File: src/rtl/hash_intf_pkg.sv
// hash_intf_pkg: shared command/state encodings and config sizing for hash_stream_intf
package hash_intf_pkg;
  typedef enum logic [1:0] {CMD_CONF, CMD_DATA, CMD_RSVD, CMD_ABORT} cmd_t;
  typedef enum logic [2:0] {S_IDLE, S_CONF, S_SER, S_PAD, S_WAIT_HASH, S_RESULT} state_t;
  function automatic int conf_bytes(input int ll_w);
    return 2 + ll_w / 8;
  endfunction
  localparam int CONF_BYTES = conf_bytes(64);
endpackage

File: src/rtl/hash_intf_ser.sv
// hash_intf_ser: holds one host beat and emits its bytes one per cycle, byte 0 first
module hash_intf_ser #(
  parameter int BUS_BYTES = 1
) (
  input  logic                   clk,
  input  logic                   reset,
  input  logic                   load_i,
  input  logic                   clr_i,
  input  logic [8*BUS_BYTES-1:0] beat_i,
  output logic                   valid_o,
  output logic                   last_o,
  output logic [7:0]             byte_o
);
  localparam int PW = BUS_BYTES > 1 ? $clog2(BUS_BYTES) : 1;
  logic [8*BUS_BYTES-1:0] beat_q, beat_d;
  logic [PW-1:0] ptr_q, ptr_d;
  logic busy_q, busy_d;
  always_comb begin
    valid_o = busy_q;
    last_o = busy_q && ptr_q == PW'(BUS_BYTES - 1);
    byte_o = beat_q[8*ptr_q +: 8];
    beat_d = load_i ? beat_i : beat_q;
    busy_d = clr_i ? 1'b0 : load_i ? 1'b1 : last_o ? 1'b0 : busy_q;
    ptr_d = (clr_i || load_i || last_o) ? '0 : busy_q ? ptr_q + PW'(1) : ptr_q;
  end
  always_ff @(posedge clk) begin
    if (reset) begin
      beat_q <= '0;
      ptr_q <= '0;
      busy_q <= 1'b0;
    end else begin
      beat_q <= beat_d;
      ptr_q <= ptr_d;
      busy_q <= busy_d;
    end
  end
endmodule

File: src/rtl/hash_stream_intf.sv
// hash_stream_intf: host command decode, block byte serialisation with padding, digest readback
module hash_stream_intf import hash_intf_pkg::*; #(
  parameter int BUS_BYTES   = 1,
  parameter int BLOCK_BYTES = 64,
  parameter int NN_MAX      = 32,
  parameter int LL_W        = 64
) (
  input  logic                          clk,
  input  logic                          reset,
  input  logic                          valid_i,
  output logic                          ready_o,
  input  logic [1:0]                    cmd_i,
  input  logic [8*BUS_BYTES-1:0]        data_i,
  output logic                          res_valid_o,
  input  logic                          res_ready_i,
  output logic [7:0]                    res_data_o,
  output logic                          res_last_o,
  output logic [6:0]                    kk_o,
  output logic [6:0]                    nn_o,
  output logic [LL_W-1:0]               ll_o,
  output logic                          data_v_o,
  output logic [7:0]                    data_o,
  output logic [$clog2(BLOCK_BYTES)-1:0] data_idx_o,
  output logic                          block_first_o,
  output logic                          block_last_o,
  input  logic                          hash_finished_i,
  input  logic [8*NN_MAX-1:0]           hash_i
);
  localparam int IW = $clog2(BLOCK_BYTES);
  localparam int TW = LL_W + 1;
  localparam int CB = conf_bytes(LL_W);
  state_t state_q, state_d;
  cmd_t cmd;
  logic [7:0] kk_q, kk_d, nn_q, nn_d, cfg_q, cfg_d, rj_q, rj_d, kk_n, nn_n;
  logic [LL_W-1:0] ll_q, ll_d, ll_n;
  logic [TW-1:0] rem_q, rem_d, tot;
  logic [IW-1:0] idx_q, idx_d;
  logic first_q, first_d;
  logic [8*NN_MAX-1:0] dig_q, dig_d;
  logic acc, ser_load, ser_clr, ser_v, ser_last, blk_end;
  logic [7:0] ser_byte;
  assign cmd = cmd_t'(cmd_i);
  assign acc = valid_i && ready_o;
  assign blk_end = idx_q == IW'(BLOCK_BYTES - 1);
  assign ser_load = state_q == S_IDLE && acc && cmd == CMD_DATA && rem_q != '0;
  // Leftover bytes of the beat past the end of the stream are flushed, not sent
  assign ser_clr = state_q == S_SER && ser_v && rem_q == TW'(1);
  hash_intf_ser #(.BUS_BYTES(BUS_BYTES)) u_ser (
    .clk(clk), .reset(reset), .load_i(ser_load), .clr_i(ser_clr), .beat_i(data_i),
    .valid_o(ser_v), .last_o(ser_last), .byte_o(ser_byte)
  );
  always_ff @(posedge clk) begin
    if (reset) state_q <= S_IDLE;
    else state_q <= state_d;
  end
  always_comb begin
    state_d = state_q;
    kk_d = kk_q;
    nn_d = nn_q;
    ll_d = ll_q;
    kk_n = kk_q;
    nn_n = nn_q;
    ll_n = ll_q;
    tot = '0;
    cfg_d = cfg_q;
    rem_d = rem_q;
    idx_d = idx_q;
    first_d = first_q;
    dig_d = dig_q;
    rj_d = rj_q;
    case (state_q)
      S_IDLE, S_CONF: if (acc) begin
        if (cmd == CMD_ABORT) begin
          state_d = S_IDLE;
          rem_d = '0;
          idx_d = '0;
          cfg_d = '0;
          first_d = 1'b0;
        end else if (cmd == CMD_CONF) begin
          for (int b = 0; b < BUS_BYTES; b++) begin
            if (int'(cfg_q) + b == 0) kk_n = data_i[8*b +: 8];
            else if (int'(cfg_q) + b == 1) nn_n = data_i[8*b +: 8];
            else if (int'(cfg_q) + b < CB) ll_n[8*(int'(cfg_q) + b - 2) +: 8] = data_i[8*b +: 8];
          end
          kk_d = kk_n;
          nn_d = nn_n;
          ll_d = ll_n;
          cfg_d = cfg_q + 8'(BUS_BYTES);
          state_d = S_CONF;
          if (int'(cfg_q) + BUS_BYTES >= CB) begin
            kk_d = kk_n > 8'(NN_MAX) ? 8'(NN_MAX) : kk_n;
            nn_d = (nn_n == 8'd0 || nn_n > 8'(NN_MAX)) ? 8'(NN_MAX) : nn_n;
            // A nonzero key travels as one zero-padded block ahead of the message
            tot = TW'(ll_n) + ((kk_d != 8'd0) ? TW'(BLOCK_BYTES) : '0);
            rem_d = tot;
            idx_d = '0;
            first_d = 1'b1;
            cfg_d = '0;
            state_d = tot == '0 ? S_PAD : S_IDLE;
          end
        end else if (ser_load) state_d = S_SER;
      end
      S_SER: if (ser_v) begin
        rem_d = rem_q - TW'(1);
        idx_d = idx_q + IW'(1);
        if (blk_end) first_d = 1'b0;
        if (rem_q == TW'(1)) state_d = blk_end ? S_WAIT_HASH : S_PAD;
        else if (ser_last) state_d = S_IDLE;
      end
      S_PAD: begin
        idx_d = idx_q + IW'(1);
        if (blk_end) begin
          first_d = 1'b0;
          state_d = S_WAIT_HASH;
        end
      end
      S_WAIT_HASH: if (hash_finished_i) begin
        for (int j = 0; j < NN_MAX; j++) dig_d[8*j +: 8] = (j < int'(nn_q)) ? hash_i[8*j +: 8] : 8'h00;
        rj_d = '0;
        state_d = S_RESULT;
      end
      S_RESULT: if (res_ready_i) begin
        rj_d = res_last_o ? 8'd0 : rj_q + 8'd1;
        if (res_last_o) state_d = S_IDLE;
      end
      default: state_d = S_IDLE;
    endcase
  end
  always_comb begin
    ready_o = state_q == S_IDLE || state_q == S_CONF;
    data_v_o = (state_q == S_SER && ser_v) || state_q == S_PAD;
    data_o = state_q == S_PAD ? 8'h00 : ser_byte;
    data_idx_o = idx_q;
    block_first_o = data_v_o && first_q;
    // rem + idx is the remaining count as it stood at the start of this block
    block_last_o = data_v_o && (rem_q + TW'(idx_q)) <= TW'(BLOCK_BYTES);
    res_valid_o = state_q == S_RESULT;
    res_last_o = res_valid_o && rj_q == nn_q - 8'd1;
    res_data_o = dig_q[8*rj_q +: 8];
    kk_o = kk_q[6:0];
    nn_o = nn_q[6:0];
    ll_o = ll_q;
  end
  always_ff @(posedge clk) begin
    if (reset) begin
      kk_q <= '0;
      nn_q <= '0;
      ll_q <= '0;
      cfg_q <= '0;
      rem_q <= '0;
      idx_q <= '0;
      first_q <= 1'b0;
      dig_q <= '0;
      rj_q <= '0;
    end else begin
      kk_q <= kk_d;
      nn_q <= nn_d;
      ll_q <= ll_d;
      cfg_q <= cfg_d;
      rem_q <= rem_d;
      idx_q <= idx_d;
      first_q <= first_d;
      dig_q <= dig_d;
      rj_q <= rj_d;
    end
  end
endmodule

File: config.mk
export PLATFORM = sky130hd
export DESIGN_NAME = hash_stream_intf
export DESIGN_NICKNAME = d
export VERILOG_FILES = /design/src/rtl/hash_intf_pkg.sv /design/src/rtl/hash_intf_ser.sv /design/src/rtl/hash_stream_intf.sv
export SDC_FILE = /design/constraint.sdc
export NUM_CORES = 1
export LEC_CHECK = 0
export ABC_AREA = 0
export CAP_MARGIN = 20
export CORE_MARGIN = 3
export CORE_UTILIZATION = 45
export CTS_CLUSTER_DIAMETER = 60
export DETAILED_ROUTE_END_ITERATION = 7
export HOLD_SLACK_MARGIN = 0.06
export PLACE_DENSITY = 0.78
export SKIP_LAST_GASP = 1
export SLEW_MARGIN = 25
export SYNTH_ARGS = -nofsm -noshare
export SYNTH_HDL_FRONTEND = slang
export SYNTH_SLANG_ARGS = --single-unit
File: constraint.sdc
create_clock -name clk -period 6 [get_ports clk]
set_input_delay 1.2 -clock clk [delete_from_list [all_inputs] [get_ports clk]]
set_output_delay 1.2 -clock clk [all_outputs]
set_load 0.01 [all_outputs]
==> results.sh <==
export IMPL_post_route_util_pct=57.4
export IMPL_vias=27500
export IMPL_reg2reg_depth=20
export IMPL_cts_tree="yes"
export IMPL_fp_dieW_um=245
export IMPL_critical_path_class="reg2reg"
export IMPL_grt_pass1_vias=25100
export IMPL_worstPathRequired_ns=6.54
export IMPL_cts_buffers=53
export IMPL_r2r_setup_slack_ns=0.17
export IMPL_post_route_period_util_pct=97.2
export IMPL_ant_nets=0
export IMPL_skew_ns=0.0475
export IMPL_rsz0062_at_grt="true"
export IMPL_critPathArrivalTime_ns=6.37
export IMPL_yosys_area_top_type_share_pct=33.9
export IMPL_syn_nets=3510
export IMPL_r2r_end="state_q[0]"
export IMPL_dieHeight_um=245
export IMPL_slew_headroom_pct=29.0
export IMPL_clkSinkCount=437
export IMPL_top_usage_layer="met2"
export IMPL_ys_ff_latch=437
export IMPL_firstDrtPassIters=8
export IMPL_synth_cells=3207
export IMPL_fp_dieArea_um2=60200
export IMPL_grt_use_met3_pct=7.48
export IMPL_clock_path_buffers=3
export IMPL_drv_cap=0
export IMPL_io_pins=377
export IMPL_synthArstFlopShare_pct=0
export IMPL_rows=87
export IMPL_avgSynthCellArea_um2=8.05
export IMPL_h_tree_depth=2
export IMPL_overflow=0
export IMPL_drv_slew=0
export IMPL_r2r_start="cfg_q[1]"
export IMPL_finalWirelength_um=101000
export IMPL_yosys_warnings=0
export IMPL_leakagePower_nw=10.9
export IMPL_ff_latch_area_um2=8770
export IMPL_dpl_hpwl_um=74400
export IMPL_vdd_drop_max_v=0.000244
export IMPL_gr_usage_met1_pct=43.2
export IMPL_hold_viol=0
export IMPL_port_buffers=376
export IMPL_synthFlopType="dfxtp_1"
export IMPL_multi_input_area_um2=16100
export IMPL_coreArea_um2=56600
export IMPL_synth_area_um2=25800
export IMPL_setup_violations=0
export IMPL_cp_end_kind="flip-flop"
export IMPL_p_per_area_nw_per_um2=227
export IMPL_seq_area_frac_synth_pct=33.9
export IMPL_syn2layout_area_growth_pct=25.9
export IMPL_post_route_min_period_ns=5.83
export IMPL_worstHoldStart="dig_q[123]"
export IMPL_use_met2_pct=47.0
export IMPL_grt_pass1_wl_um=150000
export IMPL_run_status="complete, but fails checks"
export IMPL_tightest_slew_ns=1.06
export IMPL_synth_edf_count=0
export IMPL_worstHoldPathCells=2
export IMPL_yosysTopAreaCell="dfxtp_1"
export IMPL_grt_usage_pct=31.8
export IMPL_routed_via_density=6.42
export IMPL_drt_iter0_drc=3902
export IMPL_nFillCells=5070
export IMPL_fmax_mhz=172
export IMPL_start_util_pct=45.6
export IMPL_root_buffer="clkbuf_16"
export IMPL_whs_endpoint="dig_q[123]"
export IMPL_layout_nets=3775
export IMPL_gp_congestion=1.12
export IMPL_wl_per_cell_um=23.5
export IMPL_hp_class="reg2reg"
export IMPL_hold_slack_ns=0.449
export IMPL_clk_latency_ns=0.64
export IMPL_clk_pin_slew_worst_paths_ns=0.06
export IMPL_drc=16
export IMPL_worstPathMaxFanout=10
export IMPL_final_layout_size_suffix_gt1_share_pct=11.1
export IMPL_synth_area_leaders="dfxtp_1, a22oi_1, nor2_1"
export IMPL_ys_types=98
export IMPL_antenna_found_initial=16
export IMPL_grt_max_degree=92
export IMPL_failed_checks="design-rule violations"
export IMPL_start_kind="flip-flop"
==> cell usage in the layout (no fill, tap or decap), types with 12 or more instances in the layout <==
cell type	instances
a211oi_1	23
nand2_1	311
ha_1	27
o22ai_1	23
and3_1	45
and2_1	32
or3_1	25
xor2_1	39
nand4_1	48
nand3_1	113
diode_2	16
clkdlybuf4s50_1	374
xnor2_1	72
a22oi_1	288
buf_4	92
inv_1	34
a21oi_1	189
mux2_2	13
clkbuf_16	53
nor2_1	513
or2_2	15
mux4_2	80
o31ai_1	18
mux2i_1	57
dfxtp_1	428
a31oi_1	18
nand2b_1	12
nor4_1	42
or4_1	12
o21ai_0	143
o32ai_1	17
nor3_1	81
==> area by class of cell <==
| type | count | share of cell area (%) |
|---|---|---|
| clock buffer | 67 | 4.58 |
| timing repair buffer | 470 | 13.8 |
| tap | 756 | 2.91 |
| antenna | 16 | 0.123 |
| inverter | 36 | 0.416 |
| sequential | 437 | 27.0 |
| clock inverter | 33 | 1.60 |
| multi-input combinational | 2474 | 49.5 |
==> report_power, final <==
| group | internal (mW) | total (mW) | switching (mW) |
|---|---|---|---|
| sequential | 2.92 | 2.96 | 0.0364 |
| combinational | 0.331 | 0.791 | 0.459 |
| clock | 2.22 | 3.62 | 1.40 |
==> Yosys cell counts, types with 19 or more instances <==
cell type and instances:
a211oi_1 24, a21oi_1 190, a22oi_1 288, and2_1 33
and3_1 45, buf_1 22, clkbuf_1 205, dfxtp_1 437
ha_1 31, inv_1 35, mux2i_1 57, mux4_2 80
nand2_1 311, nand3_1 117, nand4_1 48, nor2_1 515
nor3_1 86, nor4_1 49, o21ai_0 145, o22ai_1 23
o31ai_1 19, or3_1 25, xnor2_1 72, xor2_1 39
==> per-stage QoR <==
step	setup TNS, ns	cells	power, mW	instance area (µm²)	setup slack, ns
after detailed placement	-0.297	4167	3.77	30200	-0.155
after global placement	-0.0160	4167	3.77	30200	-0.0105
after CTS	0	4271	7.35	32300	0.0421
after floorplan	0	3207	3.40	25800	0.0864
final	0	4289	7.37	32500	0.169
after global routing	-0.0362	4289	7.57	32500	-0.0362
==> flip-flops by register name (all words and copies together) (netlist names) <==
| register | count |
|---|---|
| cfg_q | 8 |
| data_idx_o | 6 |
| dig_q | 256 |
| first_q | 1 |
| kk_q | 8 |
| ll_o | 64 |
| nn_q | 8 |
| rem_q | 65 |
| rj_q | 8 |
| state_q | 3 |
| u_ser.beat_q | 8 |
| u_ser.ptr_q | 1 |
| u_ser.valid_o | 1 |
==> cells by family (layout without fill, tap and decap cells) <==
family / Yosys count / in the layout / synth area share, %
fa+ha+maj: 32 / 32 / 1.58
mux: 155 / 155 / 10.0
buf+inv: 296 / 606 / 4.67
xor+xnor: 113 / 113 / 3.89
simple gates: 1347 / 1347 / 24.6
other cells: 0 / 16 / 0
compound gates: 827 / 827 / 21.3
flops: 437 / 437 / 33.9
==> per-layer routing <==
layer | share of wire (%) | vias up | wire length (µm)
li1 | - | 12300 | -
met1 | 39 | 13000 | 39500
met2 | 43 | 1833 | 43300
met3 | 12 | 366 | 12200
met4 | 6.1 | 0 | 6120
met5 | 0 | - | 0
==> critical path: stages, from the launching register on <==
cell and delay, ns:
dfxtp_4 0.37, buf_4 0.16, or4_1 0.54, nand2_1 0.17, nor4_4 0.08, buf_4 0.16
nand2_1 0.06, ha_1 0.23, or4_1 0.56, a21oi_1 0.22, and3_1 0.22, and3_1 0.32
and4_1 0.25, o2bb2ai_1 0.13, or4_1 0.76, or4_4 0.61, xnor2_2 0.24, nand2_1 0.11
nor4_2 0.21, nand4_1 0.13, o21ai_1 0.19
==> worst max-delay path by stage <==
stage / from / to / slack (ns)
3_3_place_gp: cfg_q[2] / state_q[1] / -0.01
6_report: cfg_q[1] / state_q[0] / 0.17
5_1_grt: cfg_q[1] / state_q[0] / -0.04
3_5_place_dp: cfg_q[2] / state_q[0] / -0.16
4_1_cts: cfg_q[1] / state_q[0] / 0.04
2_1_floorplan: cfg_q[2] / state_q[0] / 0.09
==> what timing repair did <==
item / in CTS / in global routing
endpoints found under the setup margin: 3 / 17
gates resized for setup: 12 / 36
pin swaps: 5 / 15
hold buffers: 0 / 0
setup buffers: 4 / 2
No activity file was read; power rests on OpenSTA's default activity.
